$ cat config.mk
export PLATFORM = sky130hd
export DESIGN_NAME = board_render_ctrl
export DESIGN_NICKNAME = d
export VERILOG_FILES = /design/src/rtl/board_render_ctrl_pkg.sv /design/src/rtl/board_render_ctrl_tile_locator.sv /design/src/rtl/board_render_ctrl.sv
export SDC_FILE = /design/constraint.sdc
export NUM_CORES = 1
export LEC_CHECK = 0
export ABC_AREA = 1
export CORE_AREA = 2 2 122 124
export CTS_CLUSTER_SIZE = 30
export DETAILED_ROUTE_END_ITERATION = 16
export DIE_AREA = 0 0 124 126
export DONT_BUFFER_PORTS = 1
export HOLD_SLACK_MARGIN = 0.02
export PLACE_DENSITY = 0.78
export SLEW_MARGIN = 40
export SYNTH_ARGS = -nofsm -noshare
export SYNTH_HDL_FRONTEND = slang
export SYNTH_HIERARCHICAL = 1
export SYNTH_SLANG_ARGS = --single-unit
$ cat constraint.sdc
create_clock -name clk -period 6.1 [get_ports clk]
set_clock_uncertainty 0.05 [all_clocks]
set_input_delay 0.915 -clock clk [delete_from_list [all_inputs] [get_ports clk]]
set_output_delay 0.915 -clock clk [all_outputs]
set_load 0.02 [all_outputs]
$ cat src/rtl/board_render_ctrl_pkg.sv
// Shared board constants, types and tile palette for the board renderer.
package board_pkg;

   localparam int GRID_N  = 4;
   localparam int CELLS   = 16;
   localparam int EXP_W   = 4;
   localparam int EXP_MAX = 11;

   typedef logic [3:0]       cell_t;
   typedef logic [EXP_W-1:0] exp_t;

   typedef enum logic [1:0] {ST_IDLE, ST_PENDING, ST_COPY} upd_state_t;

   function automatic logic [11:0] exp_to_color(input exp_t e);
      logic [11:0] c;
      case (e)
         4'd0:    c = 12'hBAA;
         4'd1:    c = 12'hEED;
         4'd2:    c = 12'hEDC;
         4'd3:    c = 12'hFB7;
         4'd4:    c = 12'hF96;
         4'd5:    c = 12'hF75;
         4'd6:    c = 12'hF53;
         4'd7:    c = 12'hEC7;
         4'd8:    c = 12'hEC6;
         4'd9:    c = 12'hEC5;
         4'd10:   c = 12'hEC3;
         4'd11:   c = 12'hEC2;
         default: c = 12'hF00;
      endcase
      return c;
   endfunction

endpackage

$ cat src/rtl/board_render_ctrl_tile_locator.sv
// Combinational beam-to-cell locator: board hit, cell index and in-tile flag.
// With BOARD_OUTLINE_EN defined, also flags pixels within 2 px of a tile edge.
module tile_locator
   import board_pkg::*;
#(
   parameter int ORIGIN_X = 95,
   parameter int ORIGIN_Y = 15,
   parameter int TILE     = 100,
   parameter int GAP      = 10
) (
`ifdef BOARD_OUTLINE_EN
   output logic        o_edge,
`endif
   input  logic [9:0]  i_cx,
   input  logic [9:0]  i_cy,
   input  logic        i_video_on,
   output cell_t       o_cell,
   output logic        o_in_tile,
   output logic        o_board_hit
);

   localparam int PITCH = TILE + GAP;
   localparam logic signed [10:0] P1     = 11'(PITCH);
   localparam logic signed [10:0] P2     = 11'(2*PITCH);
   localparam logic signed [10:0] P3     = 11'(3*PITCH);
   localparam logic signed [10:0] SPAN   = 11'(4*PITCH - GAP);
   localparam logic signed [10:0] TILE_S = 11'(TILE);

   logic signed [10:0] w_dx, w_dy, w_ox, w_oy;
   logic [1:0]         w_col, w_row;

   assign w_dx = {1'b0, i_cx} - 11'(ORIGIN_X);
   assign w_dy = {1'b0, i_cy} - 11'(ORIGIN_Y);

   // Column/row by threshold compares, offset inside the pitch falls out alongside.
   always_comb begin
      w_col = 2'd0;
      w_ox  = w_dx;
      if (w_dx >= P3)      begin w_col = 2'd3; w_ox = w_dx - P3; end
      else if (w_dx >= P2) begin w_col = 2'd2; w_ox = w_dx - P2; end
      else if (w_dx >= P1) begin w_col = 2'd1; w_ox = w_dx - P1; end
   end

   always_comb begin
      w_row = 2'd0;
      w_oy  = w_dy;
      if (w_dy >= P3)      begin w_row = 2'd3; w_oy = w_dy - P3; end
      else if (w_dy >= P2) begin w_row = 2'd2; w_oy = w_dy - P2; end
      else if (w_dy >= P1) begin w_row = 2'd1; w_oy = w_dy - P1; end
   end

   assign o_cell      = {w_row, w_col};
   assign o_in_tile   = (w_ox < TILE_S) && (w_oy < TILE_S);
   assign o_board_hit = i_video_on && (w_dx >= 0) && (w_dx < SPAN)
                                   && (w_dy >= 0) && (w_dy < SPAN);

`ifdef BOARD_OUTLINE_EN
   assign o_edge = (w_ox < 11'sd2) || (w_ox >= TILE_S - 11'sd2)
                || (w_oy < 11'sd2) || (w_oy >= TILE_S - 11'sd2);
`endif

endmodule

$ cat src/rtl/board_render_ctrl.sv
// Board renderer: 2-stage pixel pipeline over a double-buffered 4x4 tile store.
// Optional tile outlines via BOARD_OUTLINE_EN.
module board_render_ctrl
   import board_pkg::*;
#(
   parameter int          ORIGIN_X = 95,
   parameter int          ORIGIN_Y = 15,
   parameter int          TILE     = 100,
   parameter int          GAP      = 10,
   parameter logic [11:0] BG_COLOR = 12'hBAA
) (
   input  logic       clk,
   input  logic       rst,
   input  logic       pix_en,
   input  logic [9:0] cx,
   input  logic [9:0] cy,
   input  logic       video_on,
   input  logic       frame_start,
   input  logic       upd_valid,
   output logic       upd_ready,
   input  logic [3:0] upd_cell,
   input  logic [3:0] upd_exp,
   input  logic       commit_req,
   output logic       commit_ack,
   output logic [3:0] VGA_R,
   output logic [3:0] VGA_G,
   output logic [3:0] VGA_B,
   output logic       draw
);

   upd_state_t  r_state;
   logic        r_ready, r_ack;
   exp_t        r_back  [CELLS];
   exp_t        r_front [CELLS];

   cell_t       w_cell, r_cell;
   logic        w_in_tile, r_in_tile, w_hit, r_hit, r_v1;
   logic [11:0] w_color, r_rgb;
   logic        r_draw;
   exp_t        w_exp;

`ifdef BOARD_OUTLINE_EN
   logic        w_edge, r_edge;
`endif

   tile_locator #(
      .ORIGIN_X(ORIGIN_X),
      .ORIGIN_Y(ORIGIN_Y),
      .TILE    (TILE),
      .GAP     (GAP)
   ) u_loc (
`ifdef BOARD_OUTLINE_EN
      .o_edge     (w_edge),
`endif
      .i_cx       (cx),
      .i_cy       (cy),
      .i_video_on (video_on),
      .o_cell     (w_cell),
      .o_in_tile  (w_in_tile),
      .o_board_hit(w_hit)
   );

   assign w_exp = r_front[r_cell];

   always_comb begin
      w_color = '0;
      if (r_hit) begin
         w_color = (r_in_tile && w_exp != '0) ? exp_to_color(w_exp) : BG_COLOR;
`ifdef BOARD_OUTLINE_EN
         if (r_in_tile && r_edge && w_exp != '0)
            w_color = '0;
`endif
      end
   end

   always_ff @(posedge clk or posedge rst) begin
      if (rst) begin
         r_v1      <= 1'b0;
         r_cell    <= '0;
         r_in_tile <= 1'b0;
         r_hit     <= 1'b0;
         r_rgb     <= '0;
         r_draw    <= 1'b0;
`ifdef BOARD_OUTLINE_EN
         r_edge    <= 1'b0;
`endif
      end else if (pix_en) begin
         r_v1      <= 1'b1;
         r_cell    <= w_cell;
         r_in_tile <= w_in_tile;
         r_hit     <= w_hit;
         r_rgb     <= r_v1 ? w_color : '0;
         r_draw    <= r_v1 & r_hit;
`ifdef BOARD_OUTLINE_EN
         r_edge    <= w_edge;
`endif
      end
   end

   // Front buffer is only ever loaded in COPY, which follows frame_start (blanking).
   always_ff @(posedge clk or posedge rst) begin
      if (rst) begin
         r_state <= ST_IDLE;
         r_ready <= 1'b1;
         r_ack   <= 1'b0;
         for (int unsigned i = 0; i < CELLS; i++) begin
            r_back[i]  <= '0;
            r_front[i] <= '0;
         end
      end else begin
         case (r_state)
            ST_IDLE: begin
               r_ack <= 1'b0;
               if (upd_valid && r_ready)
                  r_back[upd_cell] <= upd_exp;
               if (commit_req) begin
                  r_state <= ST_PENDING;
                  r_ready <= 1'b0;
               end
            end
            ST_PENDING: begin
               if (frame_start) begin
                  r_state <= ST_COPY;
                  r_ack   <= 1'b1;
               end
            end
            ST_COPY: begin
               r_front <= r_back;
               r_ack   <= 1'b0;
               r_ready <= 1'b1;
               r_state <= ST_IDLE;
            end
            default: begin
               r_state <= ST_IDLE;
               r_ready <= 1'b1;
               r_ack   <= 1'b0;
            end
         endcase
      end
   end

   assign upd_ready  = r_ready;
   assign commit_ack = r_ack;
   assign VGA_R      = r_rgb[11:8];
   assign VGA_G      = r_rgb[7:4];
   assign VGA_B      = r_rgb[3:0];
   assign draw       = r_draw;

endmodule

==> metrics.yaml <==
detailed_routing:
  met3WireLength_um: 937
  dr_wl_met2_um: 9300
  wirelength_um: 19200
  antenna_left: 0
  wl_per_cell_um: 14.6
  drc: 0
  drtIter0Drc: 567
  wl_met1_um: 8500
  via_per_inst: 5.52
  vias: 7258
  drtPass1Iterations: 5
  top_layer_used: "met4"
global_route:
  grt_max_degree: 95
  grt_pass1_vias: 7036
  grt_pass1_wl_um: 32900
  grt-ovfl-total: 0
  grt_use_total: 0.264
  antenna_found_initial: 0
critical_path:
  r2r_slack_ns: 3.23
  cp.arrival_ns: 3.58
  endpoint_kind: "register"
  crit_path_start_kind: "primary input"
  r2r-start: "r_cell[1]"
  cp_max_fo: 7
  reg2reg_to: "r_rgb[1]"
  crit_type: "primary input to register"
  worstRegToRegCells: 13
  required_ns: 6.34
power_and_ir_drop:
  finalPower_w: 0.00346
  powerDensity_mw_per_mm2: 371
  ir_drop_mv: 0.216
  p_leak_nw: 4.81
clocking:
  cts_root_buf: "clkbuf_16"
  cts_tree: "done"
  clock_sinks: 150
  hold_buffers: 0
  clock_path_buffers: 2
  htreeDepth: 4
  cts_inserted_buffers: 17
  post_cts_resized: 0
  clock_latency_ns: 0.43
  clkTransAtPathRegs_ns: 0.06
  post_cts_buffers: 0
cells_and_area:
  area_growth_pct: 7.35
  nets: 1173
  drive_above_1_share: 0.116
  n_fill_cell: 1269
  finalCoreUtilization: 0.651
  final_area_sq_mm: 0.00932
  layoutNonFillerInstCount: 1315
  diodes: 0
synth:
  yosysSeqAreaShare: 0.432
  async_flop_share: 1.00
  syn_nets: 1183
  synth_edf_count: 0
  synth_seq_cells: 150
  synth.area.top_cells: "dfrtp_1 43%, nand2_1 15%, o21ai_0 5.1%"
  netlist_area_sq_mm: 0.00868
  synth-main-ff-cell: "dfrtp_1"
  yosys.cell_count.top_type: "nand2_1"
  syn_area_per_cell_sq_um: 7.70
  synth_top_area_frac: 0.429
  synth_common_cells: "346 x nand2_1, 149 x dfrtp_1, 92 x nor2_1"
  yosys_warnings: 6
  yosysUniqueCellTypes: 48
  syn_inst: 1128
  yosysTopAreaCell: "dfrtp_1"
timing:
  worst_pin_slew_ns: 0.830
  finalSetupViolations: 0
  hold_violations: 0
  rsz0062_at_grt: "false"
  relSlewSlack: 0.447
  max_freq_mhz: 299
  drv_slew: 0
  timing.final.crit_share: 0.548
  tns_ns: 0
  fin_crit_ns: 3.34
worst_hold_path:
  hold_end: "r_v1"
  holdPathStages: 2
  hold_path_class: "register to register"
  hold_path.startpoint: "r_v1"
placed_design:
  gp_congestion: 0.883
  dp.cells: 1283
  dpl.hpwl_um: 13000
  placed_area_sq_mm: 0.00876
  port-buffer-count: 0
floorplan:
  dieArea_sq_mm: 0.0156
  num_io_pins: 50
  die_w_um: 124
  start_util: 0.607
  core_sq_mm: 0.0143
  die_h_um: 126
  rows: 44
run:
  maxCapViolCount: 0
status:
  status: "completed"
==> registers in the layout, summed over array words and instances (netlist names) <==
| name | cells |
|---|---|
| commit_ack | 1 |
| r_in_tile | 1 |
| r_rgb | 11 |
| r_back | 64 |
| upd_ready | 1 |
| r_state | 2 |
| r_v1 | 1 |
| r_front | 64 |
| r_hit | 1 |
| r_cell | 4 |
==> placed cells by master (no fill, tap or decap), drive strengths merged, types with 5 or more instances in the layout <==
cell type / Yosys / final
nand2: 372 / 372
inv: 104 / 114
nor3: 9 / 9
xor2: 16 / 16
clkbuf: 10 / 18
dfrtp: 149 / 149
mux2: 27 / 27
o21ai: 107 / 107
ha: 20 / 20
clkinv: 2 / 6
nand3: 92 / 92
o211ai: 13 / 13
nand4: 5 / 5
a21oi: 63 / 63
nor2: 97 / 97
==> critical path, cell delays in order <==
cell,delay [ns]
ha_1,0.20
nand2_1,0.12
inv_1,0.07
nor2_1,0.38
ha_1,0.25
inv_1,0.05
o21ai_0,0.32
nand2_1,0.10
nand3_1,0.21
nand2_1,0.14
nand2_1,0.08
nand2_1,0.05
nand2_1,0.05
nand2_1,0.05
nand2_1,0.05
nand2_1,0.04
nor2_1,0.08
nand2_1,0.06
a21oi_1,0.17
a21oi_1,0.06
nand2_1,0.06
o21ai_0,0.08
==> worst max path at each step <==
stage,from,endpoint,slack [ns],cells past startpoint
2_1_floorplan,rst,commit_ack,1.10,1
3_3_place_gp,cx[0],r_in_tile,2.47,22
3_5_place_dp,cx[0],r_in_tile,2.35,22
4_1_cts,cx[0],r_in_tile,2.79,22
5_1_grt,cx[0],r_in_tile,2.43,22
6_report,cx[0],r_in_tile,2.76,22
==> per-layer routing <==
| metal | global-route usage | vias up |
|---|---|---|
| met4 | 0.100 | 0 |
| met2 | 0.427 | 204 |
| met1 | 0.351 | 3378 |
| met3 | 0.0503 | 38 |
| li1 | - | 3638 |
| met5 | 0 | - |
==> kinds of logic (layout without fill, tap and decap cells) <==
group / after synthesis / count (layout) / synth area share
adders and majority gates: 20 / 20 / 0.0288
DFF: 150 / 150 / 0.432
AOI/OAI and AO/OA: 190 / 190 / 0.118
muxes: 27 / 27 / 0.0350
xor gates and xnor gates: 18 / 18 / 0.0182
and+or+nand+nor: 586 / 586 / 0.299
buffers and inverters: 137 / 140 / 0.0689
==> layout make-up <==
class | count | area [sq um] | area share
Timing Repair Buffer | 2 | 22.5 | 0.00242
Clock inverter | 14 | 134 | 0.0144
Multi-Input combinational cell | 841 | 4340 | 0.465
Clock buffer | 18 | 429 | 0.0460
Inverter | 106 | 409 | 0.0439
Sequential cell | 150 | 3760 | 0.403
Tap cell | 184 | 230 | 0.0247
==> through the flow <==
stage	hold WS, ns	setup slack (ns)
floorplan	0.382	1.10
global placement	0.393	2.47
detailed placement	0.402	2.35
CTS	0.416	2.79
global route	0.457	2.43
finish	0.410	2.76
==> where the power goes <==
part | internal [W] | total (W) | switching [W]
Clock | 0.000541 | 0.000991 | 0.000449
Sequential | 0.00133 | 0.00152 | 0.000187
Combinational | 0.000366 | 0.000945 | 0.000579
Total | 0.00224 | 0.00346 | 0.00122
No activity file was read; power rests on OpenSTA's default activity.
